`src/rtl/kontroler_przerwan_pkg.sv`:
```
// Shared types and vector arithmetic for the kontroler_przerwan interrupt controller.
package kontroler_przerwan_pkg;

    typedef enum logic {
        CFG_MASK = 1'b0,
        CFG_MODE = 1'b1
    } cfg_addr_t;

    localparam int VEC_BASE_DEF = 'h02;
    localparam int VEC_STEP_DEF = 2;

    // Computed at full width; callers truncate to VEC_W, which gives the modulo wrap.
    function automatic logic [31:0] vec_calc(input logic [31:0] base,
                                             input logic [31:0] step,
                                             input logic [31:0] id);
        return base + id * step;
    endfunction

endpackage

```
`src/rtl/kontroler_przerwan_sync.sv`:
```
// Per-source 2-flop synchroniser with rising-edge detect on the synchronised level.
module przerwanie_sync (
    input  logic clk,
    input  logic rst,
    input  logic irq,
    output logic level,
    output logic rise
);

    logic s1, s2, s3;

    always_ff @(posedge clk) begin
        if (rst) begin
            s1 <= 1'b0;
            s2 <= 1'b0;
            s3 <= 1'b0;
        end else begin
            s1 <= irq;
            s2 <= s1;
            s3 <= s2;
        end
    end

    assign level = s2;
    assign rise  = s2 & ~s3;

endmodule

```
`src/rtl/kontroler_przerwan.sv`:
```
// Vectored fixed-priority interrupt controller (index 0 highest).
// Define KONTROLER_PRZERWAN_ZAGNIEZDZANIE_EN to build the nested in-service stack.
module kontroler_przerwan
    import kontroler_przerwan_pkg::*;
#(
    parameter int                N_SRC      = 4,
    parameter int                VEC_W      = 8,
    parameter logic [VEC_W-1:0]  VEC_BASE   = VEC_W'(VEC_BASE_DEF),
    parameter int                VEC_STEP   = VEC_STEP_DEF,
    parameter int                NEST_DEPTH = 2,
    localparam int               ID_W       = $clog2(N_SRC)
) (
    input  logic              clk,
    input  logic              rst,
    input  logic [N_SRC-1:0]  irq_in,
    input  logic              int_enable,
    input  logic              int_disable,
    input  logic              int_ack,
    input  logic              int_reti,
    input  logic              cfg_wr,
    input  logic              cfg_addr,
    input  logic [N_SRC-1:0]  cfg_data,
    output logic              int_req,
    output logic [VEC_W-1:0]  int_vector,
    output logic [ID_W-1:0]   int_id,
    output logic [N_SRC-1:0]  pending,
    output logic              in_service,
    output logic              reti_err
);

    logic [N_SRC-1:0] level, rise, mask, mode, masked, pending_nxt;
    logic [ID_W-1:0]  sel_id;
    logic             any, blocked, ack_take, enable, enable_nxt, ack_clears_en;

    for (genvar g = 0; g < N_SRC; g++) begin : g_sync
        przerwanie_sync u_sync (
            .clk   (clk),
            .rst   (rst),
            .irq   (irq_in[g]),
            .level (level[g]),
            .rise  (rise[g])
        );
    end

    always_ff @(posedge clk) begin
        if (rst) begin
            mask <= '0;
            mode <= '0;
        end else if (cfg_wr) begin
            case (cfg_addr_t'(cfg_addr))
                CFG_MASK: mask <= cfg_data;
                CFG_MODE: mode <= cfg_data;
                default:  mask <= mask;
            endcase
        end
    end

    assign masked = pending & mask;
    assign any    = |masked;

    always_comb begin
        sel_id = '0;
        for (int i = N_SRC - 1; i >= 0; i--) begin
            if (masked[i]) sel_id = ID_W'(i);
        end
    end

    assign int_req    = enable & any & ~blocked;
    assign int_id     = sel_id;
    assign int_vector = VEC_W'(vec_calc(32'(VEC_BASE), 32'(VEC_STEP), 32'(sel_id)));
    assign ack_take   = int_ack & int_req;

    // A rise arriving in the ack cycle re-latches the bit instead of being lost.
    always_comb begin
        pending_nxt = pending;
        for (int i = 0; i < N_SRC; i++) begin
            if (mode[i]) begin
                pending_nxt[i] = pending[i] | rise[i];
                if (ack_take && sel_id == ID_W'(i)) pending_nxt[i] = rise[i];
            end else begin
                pending_nxt[i] = level[i];
            end
        end
    end

    always_ff @(posedge clk) begin
        if (rst) pending <= '0;
        else     pending <= pending_nxt;
    end

    always_comb begin
        enable_nxt = enable;
        if (ack_take && ack_clears_en) enable_nxt = 1'b0;
        if (int_reti)                  enable_nxt = 1'b1;
        if (int_enable)                enable_nxt = 1'b1;
        if (int_disable)               enable_nxt = 1'b0;
    end

    always_ff @(posedge clk) begin
        if (rst) begin
            enable   <= 1'b0;
            reti_err <= 1'b0;
        end else begin
            enable <= enable_nxt;
            if (int_reti && !in_service) reti_err <= 1'b1;
        end
    end

`ifdef KONTROLER_PRZERWAN_ZAGNIEZDZANIE_EN
    localparam int CNT_W = $clog2(NEST_DEPTH + 1);

    logic [ID_W-1:0]  stk [NEST_DEPTH];
    logic [CNT_W-1:0] cnt;
    logic             pop;

    assign pop = int_reti && (cnt != '0);

    // stk[0] is the top; push shifts deeper, pop shifts up.
    always_ff @(posedge clk) begin
        if (rst) begin
            cnt <= '0;
            for (int i = 0; i < NEST_DEPTH; i++) stk[i] <= '0;
        end else if (ack_take && pop) begin
            stk[0] <= sel_id;
        end else if (ack_take) begin
            stk[0] <= sel_id;
            for (int i = 1; i < NEST_DEPTH; i++) stk[i] <= stk[i-1];
            cnt <= cnt + 1'b1;
        end else if (pop) begin
            for (int i = 0; i < NEST_DEPTH - 1; i++) stk[i] <= stk[i+1];
            cnt <= cnt - 1'b1;
        end
    end

    assign in_service    = (cnt != '0);
    assign blocked       = (cnt == CNT_W'(NEST_DEPTH)) || (in_service && sel_id >= stk[0]);
    assign ack_clears_en = 1'b0;
`else
    logic svc_valid;

    always_ff @(posedge clk) begin
        if (rst)           svc_valid <= 1'b0;
        else if (ack_take) svc_valid <= 1'b1;
        else if (int_reti) svc_valid <= 1'b0;
    end

    assign in_service    = svc_valid;
    assign blocked       = svc_valid;
    assign ack_clears_en = 1'b1;
`endif

endmodule

```
`config.mk`:
```
export PLATFORM = sky130hd
export DESIGN_NAME = kontroler_przerwan
export DESIGN_NICKNAME = d
export VERILOG_FILES = /design/src/rtl/kontroler_przerwan_pkg.sv /design/src/rtl/kontroler_przerwan_sync.sv /design/src/rtl/kontroler_przerwan.sv
export SDC_FILE = /design/constraint.sdc
export NUM_CORES = 1
export LEC_CHECK = 0
export BUFFER_PORTS_ARGS = -buffer_cell sky130_fd_sc_hd__buf_2
export CAP_MARGIN = 10
export CORE_ASPECT_RATIO = 0.8
export CORE_MARGIN = 5
export CORE_UTILIZATION = 51
export DETAILED_ROUTE_END_ITERATION = 6
export GPL_TIMING_DRIVEN = 0
export MAX_ROUTING_LAYER = met4
export PLACE_DENSITY_LB_ADDON = 0.12
export RECOVER_POWER = 100
export SLEW_MARGIN = 10
export SYNTH_ARGS = -nofsm -noshare
export SYNTH_HDL_FRONTEND = slang
export SYNTH_SLANG_ARGS = --single-unit
```
`constraint.sdc`:
```
create_clock -name clk -period 3.2 [get_ports clk]
set_input_delay 0.64 -clock clk [delete_from_list [all_inputs] [get_ports clk]]
set_output_delay 0.64 -clock clk [all_outputs]
set_load 0.005 [all_outputs]
```
==> run_results.csv <==
group,metric,value,unit
status,status,"completed",
timing,whs,0.459,ns
die,start_util,52.1,%
finish,diodes,0,
logic_synthesis,synth_seq_area_share,49.4,%
power_and_ir_drop,ir_drop,431,uV
die,die_y,51.4,um
worst_setup_path,regToRegSetupSlack,1.63,ns
worst_setup_path,cp_cell_sequence,"a22oi_1 > or2b_1 > inv_1 > ha_1 > clkbuf_1",
timing,min_period,2.45,ns
placed_design,place_inst,168,
logic_synthesis,ys_types,27,
timing,period_share,76.6,%
die,dieArea,3180,um^2
cts,numCtsBuffers,3,
finish,final_util,61.3,%
global_route,grt_max_degree,17,
finish,fill_cells,187,
worst_setup_path,slowest_stage,"dfxtp_1",
placed_design,place.gp.congestion,0.753,
global_route,grt.total_usage,14.9,%
cts,htree_levels,1,
worst_setup_path,worstSetupPathType,"flop to primary output",
detailed_routing,wirelength,2.18,mm
placed_design,place_hpwl,1.76,mm
detailed_routing,drtIter0Drc,31,
global_route,grt_first_pass_wirelength,3.45,mm
timing,finalSetupViolations,0,
power_and_ir_drop,seqPwrFrac,64.6,%
detailed_routing,first_pass_iters,4,
finish,final_common_cell,"dfxtp_1",
detailed_routing,drc,0,
cts,holdBufCountCts,0,
detailed_routing,antenna_left,0,
finish,stdcell_count,172,
finish,fin_area,1290,um^2
cts,postCtsSetupRepairBufs,0,
logic_synthesis,synth-seq-cells,27,
cts,clockBufferDepth,2,
worst_setup_path,crit_path_start_kind,"flop",
cts,cts.sinks,27,
die,chipWidth,61.8,um
cts,ctsResizeCount,0,
cts,clock-root-buffer,"clkbuf_4",
cts,cts_tree,"yes",
power_and_ir_drop,p_int,0.423,mW
timing,setup_tns,0,ns
logic_synthesis,synth.avg_cell_area,9.69,um^2
power_and_ir_drop,p_clk_share,26.2,%
die,io_pins,33,
global_route,antenna_found_initial,0,
detailed_routing,wl_met1,928,um
timing,fmax,408,MHz
power_and_ir_drop,power,0.557,mW
min_path,hold_depth,1,
cts,clkLatencyLatePin,0.32,ns
finish,area_growth,17.6,%
min_path,hp-class,"flop to flop",
min_path,whs_endpoint,"g_sync[2].u_sync.level$_SDFF_PP0_",
timing,report.final.slew_viol_count,0,
global_route,grt_pass1_vias,799,
worst_setup_path,cp_data_arrival_time,1.81,ns
power_and_ir_drop,p_sw_share,23.9,%
detailed_routing,num_vias,878,
timing,hold_viol,0,
finish,drive_gt1_share,22.4,%
worst_setup_path,slowest_delay,0.37,ns
power_and_ir_drop,power_density,432,nW/um^2
worst_setup_path,r2r_start,"pending[0]$_SDFF_PP0_",
global_route,grt_overflow,0,
detailed_routing,wl_met2,1.03,mm
logic_synthesis,syn_area,1090,um^2
detailed_routing,highest_layer,"met4",
detailed_routing,via_per_inst,5.10,
worst_setup_path,crit_family,"flip-flops",
die,rows,15,
logic_synthesis,yosys_warnings,0,
placed_design,place_area,1270,um^2
finish,finish.net_count,168,
power_and_ir_drop,p_switching,0.133,mW
power_and_ir_drop,combPwrFrac,9.2,%
cts,cts.clk_slew.worst_paths,0.15,ns
worst_setup_path,r2r-end,"pending[3]$_SDFF_PP0_",
die,core-area,2100,um^2
worst_setup_path,crit_buf_inv,2,
worst_setup_path,worstRegToRegCells,5,
logic_synthesis,synthCells,113,
finish,most-common-layout-cells,"27 x dfxtp_1, 20 x buf_2, 14 x nand2_1, 12 x nor2b_1, 9 x clkbuf_1",
timing,skew,0.00858,ns
placed_design,dp_slack,1.20,ns
worst_setup_path,required,2.56,ns
worst_setup_path,end_kind,"primary output",
placed_design,port_buffers,26,
flow_run,maxCapViolCount,0,
min_path,worstHoldStart,"g_sync[2].u_sync.s1$_SDFF_PP0_",
timing,rsz0062_at_grt,"false",
timing,worst_slack,0.748,ns
detailed_routing,routedWlPerCell,12.6,um
power_and_ir_drop,p_leak,0.579,nW
detailed_routing,dr_wl_met3,212,um
worst_setup_path,critPathMaxFanout,5,
-- worst max-delay path by stage --
stage          cells after the start             startpoint  slack, ns             to
6_report                           5  pending[0]$_SDFF_PP0_       0.75  int_vector[3]
5_1_grt                            5  pending[0]$_SDFF_PP0_       0.65  int_vector[3]
4_1_cts                            5  pending[0]$_SDFF_PP0_       0.82  int_vector[3]
3_5_place_dp                       5  pending[0]$_SDFF_PP0_       1.20  int_vector[3]
3_3_place_gp                       5  pending[0]$_SDFF_PP0_       1.24  int_vector[3]
2_1_floorplan                      3  pending[0]$_SDFF_PP0_       1.42  int_vector[2]
-- power by group through the flow --
stage	clock [mW]	sequential [mW]	combinational, mW
after CTS	0.152	0.360	0.0523
final	0.146	0.359	0.0512
after detailed placement	0	0.367	0.0521
after global placement	0	0.367	0.0504
after global routing	0.163	0.361	0.0585
after floorplan	0	0.365	0.0321
-- cell usage after synthesis (all sizes together) --
cell | n | area [um^2]
mux2i | 4 | 40.0
nand3 | 4 | 20.0
dfxtp | 27 | 541
nor2 | 6 | 22.5
conb | 1 | 3.75
a32o | 1 | 10.0
ha | 4 | 50.1
nor4 | 1 | 6.26
a21oi | 8 | 40.0
nand2b | 2 | 12.5
or4b | 1 | 10.0
a32oi | 1 | 8.76
a211oi | 1 | 12.5
buf | 8 | 50.1
clkbuf | 1 | 5.00
inv | 4 | 15.0
a22oi | 6 | 63.8
nor3 | 1 | 5.00
nor2b | 12 | 75.1
or2b | 1 | 7.51
a311oi | 4 | 35.0
a21o | 1 | 8.76
nand2 | 14 | 52.6
-- cell families (layout without fill, tap and decap cells) --
| logic type | after synthesis | after routing | share of synthesized area [%] |
|---|---|---|---|
| multiplexers | 4 | 4 | 3.66 |
| AO/OA/AOI/OAI | 22 | 22 | 16.3 |
| other | 1 | 5 | 0.343 |
| buffers and inverters | 13 | 43 | 6.40 |
| adder cells (fa/ha/maj) | 4 | 4 | 4.57 |
| flip-flops | 27 | 27 | 49.4 |
| AND/OR/NAND/NOR | 42 | 42 | 19.3 |
-- registers in the layout (all words and copies together) (netlist names) --
signal and count:
enable 1, g_sync.u_sync.level 4, g_sync.u_sync.s1 4, g_sync.u_sync.s3 4
in_service 1, mask 4, mode 4, pending 4
reti_err 1
-- cell type report --
type                    count  area, um^2  share of cell area [%]
repair buffers             26         123                    9.52
well taps                  25        31.3                    2.43
multi-input cells          77         494                    38.4
clock inverters             1        7.51                   0.583
plain buffers               9        53.8                    4.18
inverters                   4        15.0                    1.17
clock buffers               3        22.5                    1.75
flip-flops and latches     27         541                    42.0
-- per-layer routing --
metal	GRT usage [%]	vias up
met4	1.06	0
li1	-	450
met3	4.80	2
met1	18.6	398
met5	-	-
met2	24.6	28
Power figures use the tool's default switching activity.
